<file path="src/rtl/bram_job_sequencer.sv">
// Job queue and run sequencer in front of the BRAM accessor: buffers host jobs,
// launches them one at a time, counts completions and recovers from hung runs.
module bram_job_sequencer #(
    parameter int CNT_BIT  = 31,
    parameter int QDEPTH   = 4,
    parameter int QLVL_W   = 3,
    parameter int TO_WIDTH = 16,
    parameter int JOBS_W   = 8
) (
    input  logic                clk,
    input  logic                reset_n,
    input  logic                job_valid_i,
    input  logic [CNT_BIT-1:0]  job_count_i,
    output logic                job_ready_o,
    input  logic                abort_i,
    input  logic [TO_WIDTH-1:0] timeout_i,
    input  logic                acc_idle_i,
    input  logic                acc_done_i,
    output logic                acc_start_o,
    output logic [CNT_BIT-1:0]  acc_count_o,
    output logic                busy_o,
    output logic [QLVL_W-1:0]   q_level_o,
    output logic [JOBS_W-1:0]   jobs_done_o,
    output logic                err_timeout_o,
    output logic                irq_o
);

    localparam int IDX_W = QLVL_W - 1;

    typedef enum logic [1:0] {
        ST_IDLE   = 2'd0,
        ST_LAUNCH = 2'd1,
        ST_WAIT   = 2'd2,
        ST_GAP    = 2'd3
    } state_t;

    state_t                state_r;
    state_t                state_nxt_s;
    logic [CNT_BIT-1:0]    mem_r [QDEPTH];
    logic [QLVL_W-1:0]     wr_ptr_r;
    logic [QLVL_W-1:0]     rd_ptr_r;
    logic [QLVL_W-1:0]     level_s;
    logic                  empty_s;
    logic                  full_s;
    logic [CNT_BIT-1:0]    head_s;
    logic                  pop_ok_s;
    logic                  ready_s;
    logic                  push_s;
    logic                  pop_s;
    logic                  done_inc_s;
    logic                  start_nxt_s;
    logic                  irq_nxt_s;
    logic                  err_set_s;
    logic                  to_clr_s;
    logic                  to_inc_s;
    logic                  to_hit_s;
    logic [TO_WIDTH:0]     to_next_s;
    logic [TO_WIDTH-1:0]   to_cnt_r;
    logic [CNT_BIT-1:0]    count_r;
    logic [JOBS_W-1:0]     jobs_r;
    logic                  start_r;
    logic                  irq_r;
    logic                  err_r;

    // Pointers carry one extra wrap bit so full and empty are distinguishable.
    assign level_s  = wr_ptr_r - rd_ptr_r;
    assign empty_s  = (level_s == {QLVL_W{1'b0}});
    assign full_s   = (level_s == QLVL_W'(QDEPTH));
    assign head_s   = mem_r[rd_ptr_r[IDX_W-1:0]];

    // Ready depends only on registered state, so a full queue that is about to
    // pop still takes the offered job without a combinational input path.
    assign pop_ok_s = (state_r == ST_IDLE) && !empty_s;
    assign ready_s  = !full_s || pop_ok_s;
    assign push_s   = job_valid_i && ready_s && !abort_i;

    assign to_next_s = {1'b0, to_cnt_r} + {{TO_WIDTH{1'b0}}, 1'b1};
    assign to_hit_s  = (timeout_i != {TO_WIDTH{1'b0}}) && (to_next_s >= {1'b0, timeout_i});

    // Next-state and per-cycle action decode; abort overrides everything.
    always_comb begin
        state_nxt_s = state_r;
        pop_s       = 1'b0;
        done_inc_s  = 1'b0;
        start_nxt_s = 1'b0;
        irq_nxt_s   = 1'b0;
        err_set_s   = 1'b0;
        to_clr_s    = 1'b0;
        to_inc_s    = 1'b0;
        if (abort_i) begin
            state_nxt_s = ST_IDLE;
            to_clr_s    = 1'b1;
        end else begin
            case (state_r)
                ST_IDLE: begin
                    if (!empty_s) begin
                        pop_s = 1'b1;
                        if (head_s != {CNT_BIT{1'b0}}) begin
                            state_nxt_s = ST_LAUNCH;
                        end else begin
                            done_inc_s = 1'b1;
                            irq_nxt_s  = (level_s == {{(QLVL_W-1){1'b0}}, 1'b1}) && !push_s;
                        end
                    end else begin
                        state_nxt_s = ST_IDLE;
                    end
                end
                ST_LAUNCH: begin
                    if (acc_idle_i) begin
                        start_nxt_s = 1'b1;
                        to_clr_s    = 1'b1;
                        state_nxt_s = ST_WAIT;
                    end else begin
                        state_nxt_s = ST_LAUNCH;
                    end
                end
                ST_WAIT: begin
                    to_inc_s = 1'b1;
                    if (acc_done_i) begin
                        done_inc_s  = 1'b1;
                        irq_nxt_s   = empty_s && !push_s;
                        state_nxt_s = ST_GAP;
                    end else if (to_hit_s) begin
                        err_set_s   = 1'b1;
                        irq_nxt_s   = empty_s && !push_s;
                        state_nxt_s = ST_GAP;
                    end else begin
                        state_nxt_s = ST_WAIT;
                    end
                end
                ST_GAP: begin
                    state_nxt_s = ST_IDLE;
                end
                default: begin
                    state_nxt_s = ST_IDLE;
                end
            endcase
        end
    end

    // FSM state and registered accessor/interrupt pulses.
    always_ff @(posedge clk) begin
        if (!reset_n) begin
            state_r <= ST_IDLE;
            start_r <= 1'b0;
            irq_r   <= 1'b0;
        end else begin
            state_r <= state_nxt_s;
            start_r <= start_nxt_s;
            irq_r   <= irq_nxt_s;
        end
    end

    // Job FIFO storage and pointers; abort empties the queue.
    always_ff @(posedge clk) begin
        if (!reset_n) begin
            wr_ptr_r <= {QLVL_W{1'b0}};
            rd_ptr_r <= {QLVL_W{1'b0}};
            for (int i = 0; i < QDEPTH; i++) begin
                mem_r[i] <= {CNT_BIT{1'b0}};
            end
        end else if (abort_i) begin
            wr_ptr_r <= {QLVL_W{1'b0}};
            rd_ptr_r <= {QLVL_W{1'b0}};
        end else begin
            if (push_s) begin
                mem_r[wr_ptr_r[IDX_W-1:0]] <= job_count_i;
                wr_ptr_r <= wr_ptr_r + {{(QLVL_W-1){1'b0}}, 1'b1};
            end
            if (pop_s) begin
                rd_ptr_r <= rd_ptr_r + {{(QLVL_W-1){1'b0}}, 1'b1};
            end
        end
    end

    // Run count register stays put from the pop until the next pop.
    always_ff @(posedge clk) begin
        if (!reset_n) begin
            count_r <= {CNT_BIT{1'b0}};
        end else if (pop_s) begin
            count_r <= head_s;
        end
    end

    // Completion counter, sticky timeout flag and WAIT timeout counter.
    always_ff @(posedge clk) begin
        if (!reset_n) begin
            jobs_r   <= {JOBS_W{1'b0}};
            err_r    <= 1'b0;
            to_cnt_r <= {TO_WIDTH{1'b0}};
        end else begin
            if (done_inc_s) begin
                jobs_r <= jobs_r + {{(JOBS_W-1){1'b0}}, 1'b1};
            end
            if (abort_i) begin
                err_r <= 1'b0;
            end else if (err_set_s) begin
                err_r <= 1'b1;
            end
            if (to_clr_s) begin
                to_cnt_r <= {TO_WIDTH{1'b0}};
            end else if (to_inc_s) begin
                to_cnt_r <= to_cnt_r + {{(TO_WIDTH-1){1'b0}}, 1'b1};
            end
        end
    end

    assign job_ready_o   = ready_s;
    assign acc_start_o   = start_r;
    assign acc_count_o   = count_r;
    assign busy_o        = (state_r != ST_IDLE) || !empty_s;
    assign q_level_o     = level_s;
    assign jobs_done_o   = jobs_r;
    assign err_timeout_o = err_r;
    assign irq_o         = irq_r;

endmodule
</file>
<file path="config.mk">
export PLATFORM = sky130hd
export DESIGN_NAME = bram_job_sequencer
export DESIGN_NICKNAME = d
export VERILOG_FILES = /design/src/rtl/bram_job_sequencer.sv
export SDC_FILE = /design/constraint.sdc
export NUM_CORES = 1
export LEC_CHECK = 0
export BUFFER_PORTS_ARGS = -buffer_cell sky130_fd_sc_hd__buf_2
export CORE_AREA = 8 8 142 144
export CTS_CLUSTER_DIAMETER = 40
export DETAILED_ROUTE_END_ITERATION = 8
export DIE_AREA = 0 0 150 152
export PLACE_DENSITY = 0.66
export SETUP_SLACK_MARGIN = 0.5
export SLEW_MARGIN = 20
export SYNTH_ARGS = -nofsm -noshare
export SYNTH_HDL_FRONTEND = slang
export SYNTH_SLANG_ARGS = --single-unit
</file>
<file path="constraint.sdc">
create_clock -name clk -period 6.45 [get_ports clk]
set_clock_uncertainty 0.2 [all_clocks]
set_input_delay 0.9675 -clock clk [delete_from_list [all_inputs] [get_ports clk]]
set_output_delay 0.9675 -clock clk [all_outputs]
set_load 0.02 [all_outputs]
</file>
==> impl_metrics.ini, run 1 <==
[route]
antenna_left = 0
drc = 0
routed_wl_mm = 20.3
drt-initial-drc-count = 341
avgViaCountPerCell = 5.48
num_vias = 5891
drt_first_pass_iters = 5
post_drt_wl_per_cell_um = 18.9

[synthesis]
syn_area_um2 = 8820
muxShareOfSynthArea_pct = 8.15
synth_seq_area_share_pct = 57.7
netlist_top_cells_area = edfxtp_1, dfxtp_1, and2_1, mux4_2, nand2_1
synth_edf_count = 124
synthAdderAreaFrac_pct = 3.21
netlist_instances = 741
synth_compound_area_share_pct = 5.89
synth_xor_area_share_pct = 3.14
syn_nets = 816
yosysUniqueCellTypes = 42
synth_largest_area_cell = edfxtp_1
syn_avg_cell_area_um2 = 11.9
synth_top_area_share_pct = 42.2
yosys.area_share.simple_pct = 19.4
synth_top_family_by_area = simple AND/OR/NAND/NOR gates
synth_warnings = 0
yosys_most_used_dff = edfxtp_1
ys_ff_latch = 192
async_reset_ff_share_pct = 0

[power]
cellPowerDensity_nw_per_um2 = 281
p_sw_w = 0.000763
ir_worst_vdd_v = 0.000155
switching_share_pct = 26.7
clockPowerShare_pct = 35.4
power_leakage_nw = 3.97
seqPwrFrac_pct = 49.7
pwr-share-comb_pct = 14.9
internal-power_w = 0.00209

[placement]
hpwlAfterDp_mm = 14.3
placed_area_um2 = 9570
gp_congestion = 0.865
port_buffers = 99

[worst_setup_path]
rr_worst_depth = 10
crit_path_start_kind = flip-flop
cp.required_ps = 6410
cp.arrival_ps = 3910
crit_fanout = 32
setup.worst_path.class = flip-flop to flip-flop
endpoint_kind = flip-flop

[clock_network]
post_cts_buffers = 0
cts.htree.levels = 4
cts.sinks = 192
clkTransAtPathRegs_ps = 70
clock_latency_ps = 430
clockBufferDepth = 2
postCtsHoldBufs = 0
cts_buffers = 17
cts_tree = yes
clockRootBuffer = clkbuf_16
cts_resized = 0

[die]
die_h_um = 152
initial_core_util_pct = 49.6
fp.dieW_um = 150
fp-row-count = 49
dieArea_um2 = 22800
core-area_um2 = 17800
boundaryPins = 100

[cells_and_area]
final_cell_mix = and2_1, edfxtp_1, buf_2, nand2_1, dfxtp_1
final_nets = 908
post-route-util_pct = 57.0
fin_area_um2 = 10100
final.fill_count = 1493
final_common_cell = and2_1
antenna_cells = 0
area_growth_pct = 15.0
drive_gt1_share_pct = 21.4

[global_route]
grt_start_max_net_pins = 50
grt_overflow = 0
antenna_found_initial = 1
grt_pass1_vias = 6122
grt_pass1_wl_mm = 32.4
grt.total_usage_pct = 18.1

[sta]
setup_violations = 0
finalSetupTns_ps = 0
tightest_slew_ps = 975
fmax_mhz = 253
fin_crit_ps = 3950
rsz0062_at_grt = false
slew_violations = 0
hold_viol = 0
worst_slew_margin_rel_pct = 34.7
finalCritPeriodShare_pct = 61.2
hold_ws_ps = 248

[hold_path]
holdPathStages = 2
hold_path.class = flip-flop to flip-flop

[status]
status = finished, final reports clean

[job]
maxCapViolCount = 0
[cells by family (layout without fill, tap and decap cells)]
kind of cell,after synthesis,count (layout)
and+or+nand+nor,328,328
DFF,192,192
AOI/OAI and AO/OA,77,77
buffers and inverters,59,164
muxes,33,33
xor gates and xnor gates,30,30
adders and majority gates,22,22
[synthesized netlist by cell type, types with 3 or more instances]
cell type,instances
and2_1,125
edfxtp_1,124
nand2_1,93
dfxtp_1,68
nor2_1,37
clkbuf_1,34
a21boi_0,32
mux4_2,31
inv_1,22
ha_1,21
xor2_1,18
nand3_1,17
a21oi_1,16
nor4_1,15
xnor2_1,11
nand4_1,9
o21ai_0,9
nand2b_1,7
or3_1,6
and3_1,5
nor3_1,5
a21o_1,4
o31ai_1,3
or4_1,3
[routing by layer]
layer  part of all wire (%)  vias to the layer above  track usage (%)
met5                  0.054                        -                0
met4                    1.8                        2             5.81
met3                    5.8                       32             4.19
met2                     50                      170             30.9
met1                     42                     2887             22.0
li1                       -                     2800                -
[power groups by stage]
stage          combinational, W  sequential, W  clock, W
6_report               0.000426        0.00142   0.00101
2_1_floorplan          0.000258        0.00146         0
4_1_cts                0.000429        0.00142   0.00103
5_1_grt                0.000464        0.00143   0.00108
3_5_place_dp           0.000428        0.00145         0
3_3_place_gp           0.000420        0.00144         0
[stage by stage]
step | std cells | setup slack [ps] | power, W
6_report | 1075 | 2500 | 0.00285
2_1_floorplan | 741 | 729 | 0.00172
3_5_place_dp | 1043 | 2270 | 0.00187
4_1_cts | 1075 | 2550 | 0.00288
3_3_place_gp | 1043 | 2340 | 0.00186
5_1_grt | 1075 | 2240 | 0.00297
[worst paths after layout]
check / startpoint / end / slack, ps
setup / recovery: wr_ptr_r[0]$_SDFFE_PP0P_ / mem_r[1][2]$_SDFFCE_PN0P_ / 2500
hold / removal: err_timeout_o$_SDFFE_PP0P_ / err_timeout_o$_SDFFE_PP0P_ / 250
setup reg to reg: wr_ptr_r[0]$_SDFFE_PP0P_ / mem_r[1][2]$_SDFFCE_PN0P_ / 2500
hold reg to reg: err_timeout_o$_SDFFE_PP0P_ / err_timeout_o$_SDFFE_PP0P_ / 250
[cell type report]
cell class / instances / area (um2) / area share, %
inverter: 22 / 82.6 / 0.814
timing repair buffer: 110 / 578 / 5.70
clock buffer: 19 / 454 / 4.48
multi-input combinational: 490 / 3540 / 34.9
clock inverter: 13 / 113 / 1.11
tap: 229 / 287 / 2.83
sequential: 192 / 5090 / 50.2
[flip-flops by register name, summed over array words and instances (netlist names), named ones only]
signal / cells
jobs_done_o: 8
wr_ptr_r: 3
irq_o: 1
err_timeout_o: 1
acc_start_o: 1
acc_count_o: 31
to_cnt_r: 16
state_r: 1
rd_ptr_r: 3
mem_r: 124
[critical path, stage by stage, from the launching register on]
cell and delay, ps:
dfxtp_1 390, inv_1 140, ha_1 240, fa_1 370, xnor3_1 260, or4_1 570
nand3_1 210, nor3_2 60, buf_4 230, nand2b_1 570, buf_4 430
No activity file was read; power rests on OpenSTA's default activity.
==> run 2, diff against run 1 <==
Clock period 6.45 ns to 3.9 ns, I/O delays scaled along.
==> run 2 against run 1 <==
Cell area rose by 1.4%. First-iteration DRC count rose by 17%. Via count barely moved. Count of clock-buffer cells in the layout rose by 3. Clock power rose by 59%. Sequential share of layout area fell by 0.67 points. Critical path depth fell by 4. Wire length rose by 3.0%.
==> impl_metrics.ini, run 2 (synthesis gave the netlist of run 1 again) <==
[worst_setup_path]
crit_path_cell_trace = inv_2, ha_1, fa_1, xnor3_2, or4_4, buf_2
crit_cells = 6
crit_family = adder cells
max_stage_delay_ps = 580
endpoint_kind = output pin
cp_slowest_cell = or4_4
r2r_start = to_cnt_r[0]$_SDFFE_PP0P_
rr_worst_depth = 12
crit_fanout = 5
crit_path_start_kind = flip-flop
cp.required_ps = 3120
reg2reg_slack_ps = 660
crit_end = job_ready_o
setup.worst_path.class = flip-flop to output pin
cp.arrival_ps = 2520
worst-path-buf-inv = 2
r2r-end = irq_o$_SDFF_PP0_
crit_start = wr_ptr_r[0]$_SDFFE_PP0P_

[placement]
dpl.cell_count = 1051
hpwlAfterDp_mm = 14.2
gp_congestion = 0.860
preCtsSetupSlack_ps = 425
port_buffers = 99

[cells_and_area]
largest_reg_flops = 124
top_register = mem_r
layout.cells.non_filler = 1084
area_growth_pct = 16.7
post-route-util_pct = 57.9
seqCellArea_um2 = 5090
drive_gt1_share_pct = 23.9
final_cell_mix = and2_1, edfxtp_1, buf_2, nand2_1, dfxtp_1
final.fill_count = 1445
final_common_cell = and2_1
antenna_cells = 0
final_nets = 917
multi_input_area_um2 = 3610

[route]
num_vias = 5889
antenna_left = 0
avgViaCountPerCell = 5.43
drc = 0
routed_wl_mm = 20.9
post_drt_wl_per_cell_um = 19.3
drt-initial-drc-count = 399
drt_first_pass_iters = 5

[power]
power_leakage_nw = 4.06
switching_share_pct = 26.6
p_sw_w = 0.00126
internal-power_w = 0.00346
cellPowerDensity_nw_per_um2 = 458
seqPwrFrac_pct = 49.6
clockPowerShare_pct = 34.2
pwr-share-comb_pct = 16.3
ir_worst_vdd_v = 0.000324

[job]
maxCapViolCount = 0

[clock_network]
cts_tree = yes
cts_buffers = 17
postCtsHoldBufs = 0
clkTransAtPathRegs_ps = 60
clockBufferDepth = 2
clock_latency_ps = 430
cts.htree.levels = 4
cts.sinks = 192
clockRootBuffer = clkbuf_16

[sta]
hold_viol = 0
fmax_mhz = 302
tightest_slew_ps = 861
setup_violations = 0
finalSetupTns_ps = 0
fin_crit_ps = 3310
fin_ws_ps = 592
rsz0062_at_grt = false
hold_ws_ps = 244
worst_slew_margin_rel_pct = 42.4
slew_violations = 0
finalCritPeriodShare_pct = 84.8

[status]
status = finished, final reports clean

[global_route]
grt_pass1_vias = 6117
grt_overflow = 0
antenna_found_initial = 0
grt_start_max_net_pins = 49
grt_pass1_wl_mm = 33.0
grt.total_usage_pct = 18.8

[die]
fp-row-count = 49
initial_core_util_pct = 49.6
fp.dieW_um = 150
die_h_um = 152
dieArea_um2 = 22800
boundaryPins = 100
core-area_um2 = 17800

[hold_path]
hold_path.class = flip-flop to flip-flop
run 2: cell count changes in the layout (fill, tap and decap cells not counted), moves of 3 or more:
cell	previous run	this run
clkinv_2	2	6
inv_4	0	3
buf_4	11	17
nor4_1	15	12
clkinvlp_4	4	0
run 2: worst min path at each step:
stage | slack (ps) | depth (start not counted) | start | endpoint
floorplan | 270 | 2 | to_cnt_r[1]$_SDFFE_PP0P_ | to_cnt_r[1]$_SDFFE_PP0P_
global placement | 240 | 2 | err_timeout_o$_SDFFE_PP0P_ | err_timeout_o$_SDFFE_PP0P_
detailed placement | 240 | 2 | err_timeout_o$_SDFFE_PP0P_ | err_timeout_o$_SDFFE_PP0P_
CTS | 240 | 3 | acc_idle_i | acc_start_o$_SDFF_PP0_
global route | 260 | 2 | job_count_i[26] | mem_r[0][26]$_SDFFCE_PN0P_
finish | 240 | 2 | err_timeout_o$_SDFFE_PP0P_ | err_timeout_o$_SDFFE_PP0P_
run 2: power by group through the flow:
| stage | Sequential [W] | Combinational [W] | Clock, W |
|---|---|---|---|
| floorplan | 0.00242 | 0.000433 | 0 |
| global placement | 0.00237 | 0.000747 | 0 |
| detailed placement | 0.00238 | 0.000759 | 0 |
| CTS | 0.00234 | 0.000764 | 0.00164 |
| global route | 0.00235 | 0.000837 | 0.00171 |
| finish | 0.00234 | 0.000766 | 0.00161 |
run 2: layout make-up:
class | instances | share of cell area, %
Inverter | 22 | 0.803
Tap cell | 229 | 2.79
Sequential cell | 192 | 49.5
Multi-Input combinational cell | 490 | 35.1
Clock inverter | 10 | 0.559
Clock buffer | 22 | 4.72
Timing Repair Buffer | 119 | 6.56
run 2: timing repair:
action / CTS / global route
cloned: 0 / 0
setup buffers: 0 / 1
pin swaps: 0 / 1
resized for setup: 2 / 11
setup endpoints to repair: 2 / 7
run 2: routing by layer:
layer / GRT usage (%) / part of all wire, % / wire length, um / vias up
met3: 4.48 / 6.0 / 1250 / 27
met2: 31.1 / 50 / 10500 / 157
met5: 0 / 0 / 0 / -
met4: 6.00 / 1.5 / 311 / 0
li1: - / - / - / 2823
met1: 23.6 / 42 / 8880 / 2882
run 2: worst reg2reg max path: cells and delay by family, from the launching register on:
family                   cells  cell delay, ps
AO/OA/AOI/OAI                6            1070
AND/OR/NAND/NOR              3             730
adder cells (fa/ha/maj)      2             520
flip-flops                   1             440
XOR/XNOR                     1             160
run 2: through the flow:
stage	area (um2)	power (W)
after floorplan	8860	0.00285
after CTS	10200	0.00474
final	10300	0.00471
after global placement	9680	0.00312
after detailed placement	9680	0.00314
after global routing	10300	0.00490
==> run 3, diff against run 2 <==
Clock period 3.9 ns to 3.2 ns, I/O delays scaled along.
==> run 3 against run 2 <==
Cell area grew 21%. Final cell count up 9.4%. Die area unchanged. Global-route usage up 4.4 points. Total power is 37% higher. Hold slack worse by 100 ps. Worst setup slack lost 490 ps.
==> impl_metrics.ini, run 3 (synthesis gave the netlist of run 1 again) <==
[global_route]
grt_pass1_wl_mm = 40.0
grt_pass1_vias = 6844
grt_start_max_net_pins = 49
grt.total_usage_pct = 23.2
grt_overflow = 0
antenna_found_initial = 0

[cells_and_area]
final_cell_mix = edfxtp_1, and2_4, buf_2, nand2_1, dfxtp_1
largest_reg_flops = 124
final.fill_count = 1219
top_register = mem_r
final_nets = 1019
layout.cells.non_filler = 1186
area_growth_pct = 41.4
antenna_cells = 0
final_common_cell = edfxtp_1
drive_gt1_share_pct = 49.3

[sta]
tightest_slew_ps = 874
fin_ws_ps = 99.8
finalCritPeriodShare_pct = 96.9
setup_violations = 0
worst_slew_margin_rel_pct = 41.5
fin_crit_ps = 3100
hold_viol = 0
slew_violations = 0
rsz0062_at_grt = true
fmax_mhz = 323

[worst_setup_path]
cp_slowest_cell = mux4_2
rr_worst_depth = 9
crit_end = jobs_done_o[7]$_SDFFE_PN0P_
crit_fanout = 5
crit_path_start_kind = flip-flop
setup.worst_path.class = flip-flop to flip-flop
cp.required_ps = 3370
r2r-end = jobs_done_o[7]$_SDFFE_PN0P_
max_stage_delay_ps = 560
cp.arrival_ps = 3270
endpoint_kind = flip-flop
crit_path_cell_trace = buf_12, buf_4, mux4_2, nor4_4, nand4_1, nor2_4, a31oi_4, or4_1, a21boi_1
reg2reg_slack_ps = 100

[clock_network]
clock_latency_ps = 440
clkTransAtPathRegs_ps = 70
cts_tree = yes
cts.sinks = 192
cts.htree.levels = 4
postCtsHoldBufs = 0
clockBufferDepth = 2
clockRootBuffer = clkbuf_16
cts_buffers = 17

[placement]
gp_congestion = 0.914
port_buffers = 99
dpl.cell_count = 1064
hpwlAfterDp_mm = 14.6
preCtsSetupSlack_ps = -33.9

[route]
antenna_left = 0
num_vias = 6769
avgViaCountPerCell = 5.71
routed_wl_mm = 27.6
post_drt_wl_per_cell_um = 23.3
drc = 0
drt-initial-drc-count = 468
drt_first_pass_iters = 4

[die]
fp-row-count = 49
core-area_um2 = 17800
die_h_um = 152
boundaryPins = 100
initial_core_util_pct = 49.6
dieArea_um2 = 22800
fp.dieW_um = 150

[power]
ir_worst_vdd_v = 0.000418
cellPowerDensity_nw_per_um2 = 518
power_leakage_nw = 5.07

[hold_path]
hold_path.class = input port to flip-flop
holdPathStages = 3

[job]
maxCapViolCount = 0

[status]
status = finished, final reports clean
-- run 3: cell types whose count changed in the layout (fill, tap and decap cells not counted), sizes merged --
| cell | change |
|---|---|
| bufinv | +3 |
| clkinvlp | +3 |
| clkinv | -2 |
| or2 | +1 |
| inv | -1 |
| buf | +98 |
-- run 3: worst min-delay path by stage --
stage                                 from                          end  slack [ps]
6_report                        acc_idle_i       acc_start_o$_SDFF_PP0_         140
5_1_grt                         acc_idle_i       acc_start_o$_SDFF_PP0_         150
4_1_cts                         acc_idle_i       acc_start_o$_SDFF_PP0_         130
3_5_place_dp   acc_count_o[0]$_SDFFE_PN0P_  acc_count_o[0]$_SDFFE_PN0P_         250
3_3_place_gp    err_timeout_o$_SDFFE_PP0P_   err_timeout_o$_SDFFE_PP0P_         240
2_1_floorplan     to_cnt_r[1]$_SDFFE_PP0P_     to_cnt_r[1]$_SDFFE_PP0P_         270
-- run 3: power by group --
group | internal (W) | switching (W)
logic | 0.000653 | 0.000762
clock network | 0.00123 | 0.000960
registers | 0.00278 | 0.0000683
-- run 3: per-layer routing --
| layer | global-route usage (%) | vias up | part of all wire [%] |
|---|---|---|---|
| met3 | 4.84 | 53 | 7.4 |
| met5 | 0 | - | 0 |
| met4 | 7.29 | 0 | 2.6 |
| li1 | - | 3041 | - |
| met2 | 39.5 | 273 | 51 |
| met1 | 28.8 | 3402 | 38 |
-- run 3: area by class of cell --
class / count / area, um2 / area share (%)
inverter: 22 / 85.1 / 0.683
tap: 229 / 287 / 2.30
timing repair buffer: 220 / 2110 / 16.9
multi-input combinational: 491 / 4280 / 34.3
clock inverter: 13 / 161 / 1.30
clock buffer: 19 / 433 / 3.47
sequential: 192 / 5110 / 41.0
-- run 3: per-stage QoR --
| step | hold slack [ps] | power (W) | setup TNS (ps) | utilization, % | cell area [um2] |
|---|---|---|---|---|---|
| 5_1_grt | 153 | 0.00665 | 0 | 70.1 | 12500 |
| 4_1_cts | 130 | 0.00631 | 0 | 66.3 | 11800 |
| 3_3_place_gp | 238 | 0.00386 | 0 | 56.0 | 9950 |
| 2_1_floorplan | 272 | 0.00349 | -2170 | - | 8980 |
| 6_report | 142 | 0.00645 | 0 | 70.1 | 12500 |
| 3_5_place_dp | 254 | 0.00389 | -33.9 | 56.0 | 9950 |
-- run 3: what timing repair did --
action                                  CTS  global route
hold endpoints to repair                  0             0
gates cloned                             21             4
gates resized for setup                 140           134
endpoints found under the setup margin  291           294
pin swaps                                92            89
buffers inserted                         45            20
-- run 3: worst max-delay path: cells and delay by family (launching register included) --
| family | cells | cell delay, ps |
|---|---|---|
| compound gates | 2 | 300 |
| mux | 1 | 560 |
| flops | 1 | 420 |
| simple gates | 4 | 1290 |
| buf+inv | 2 | 260 |
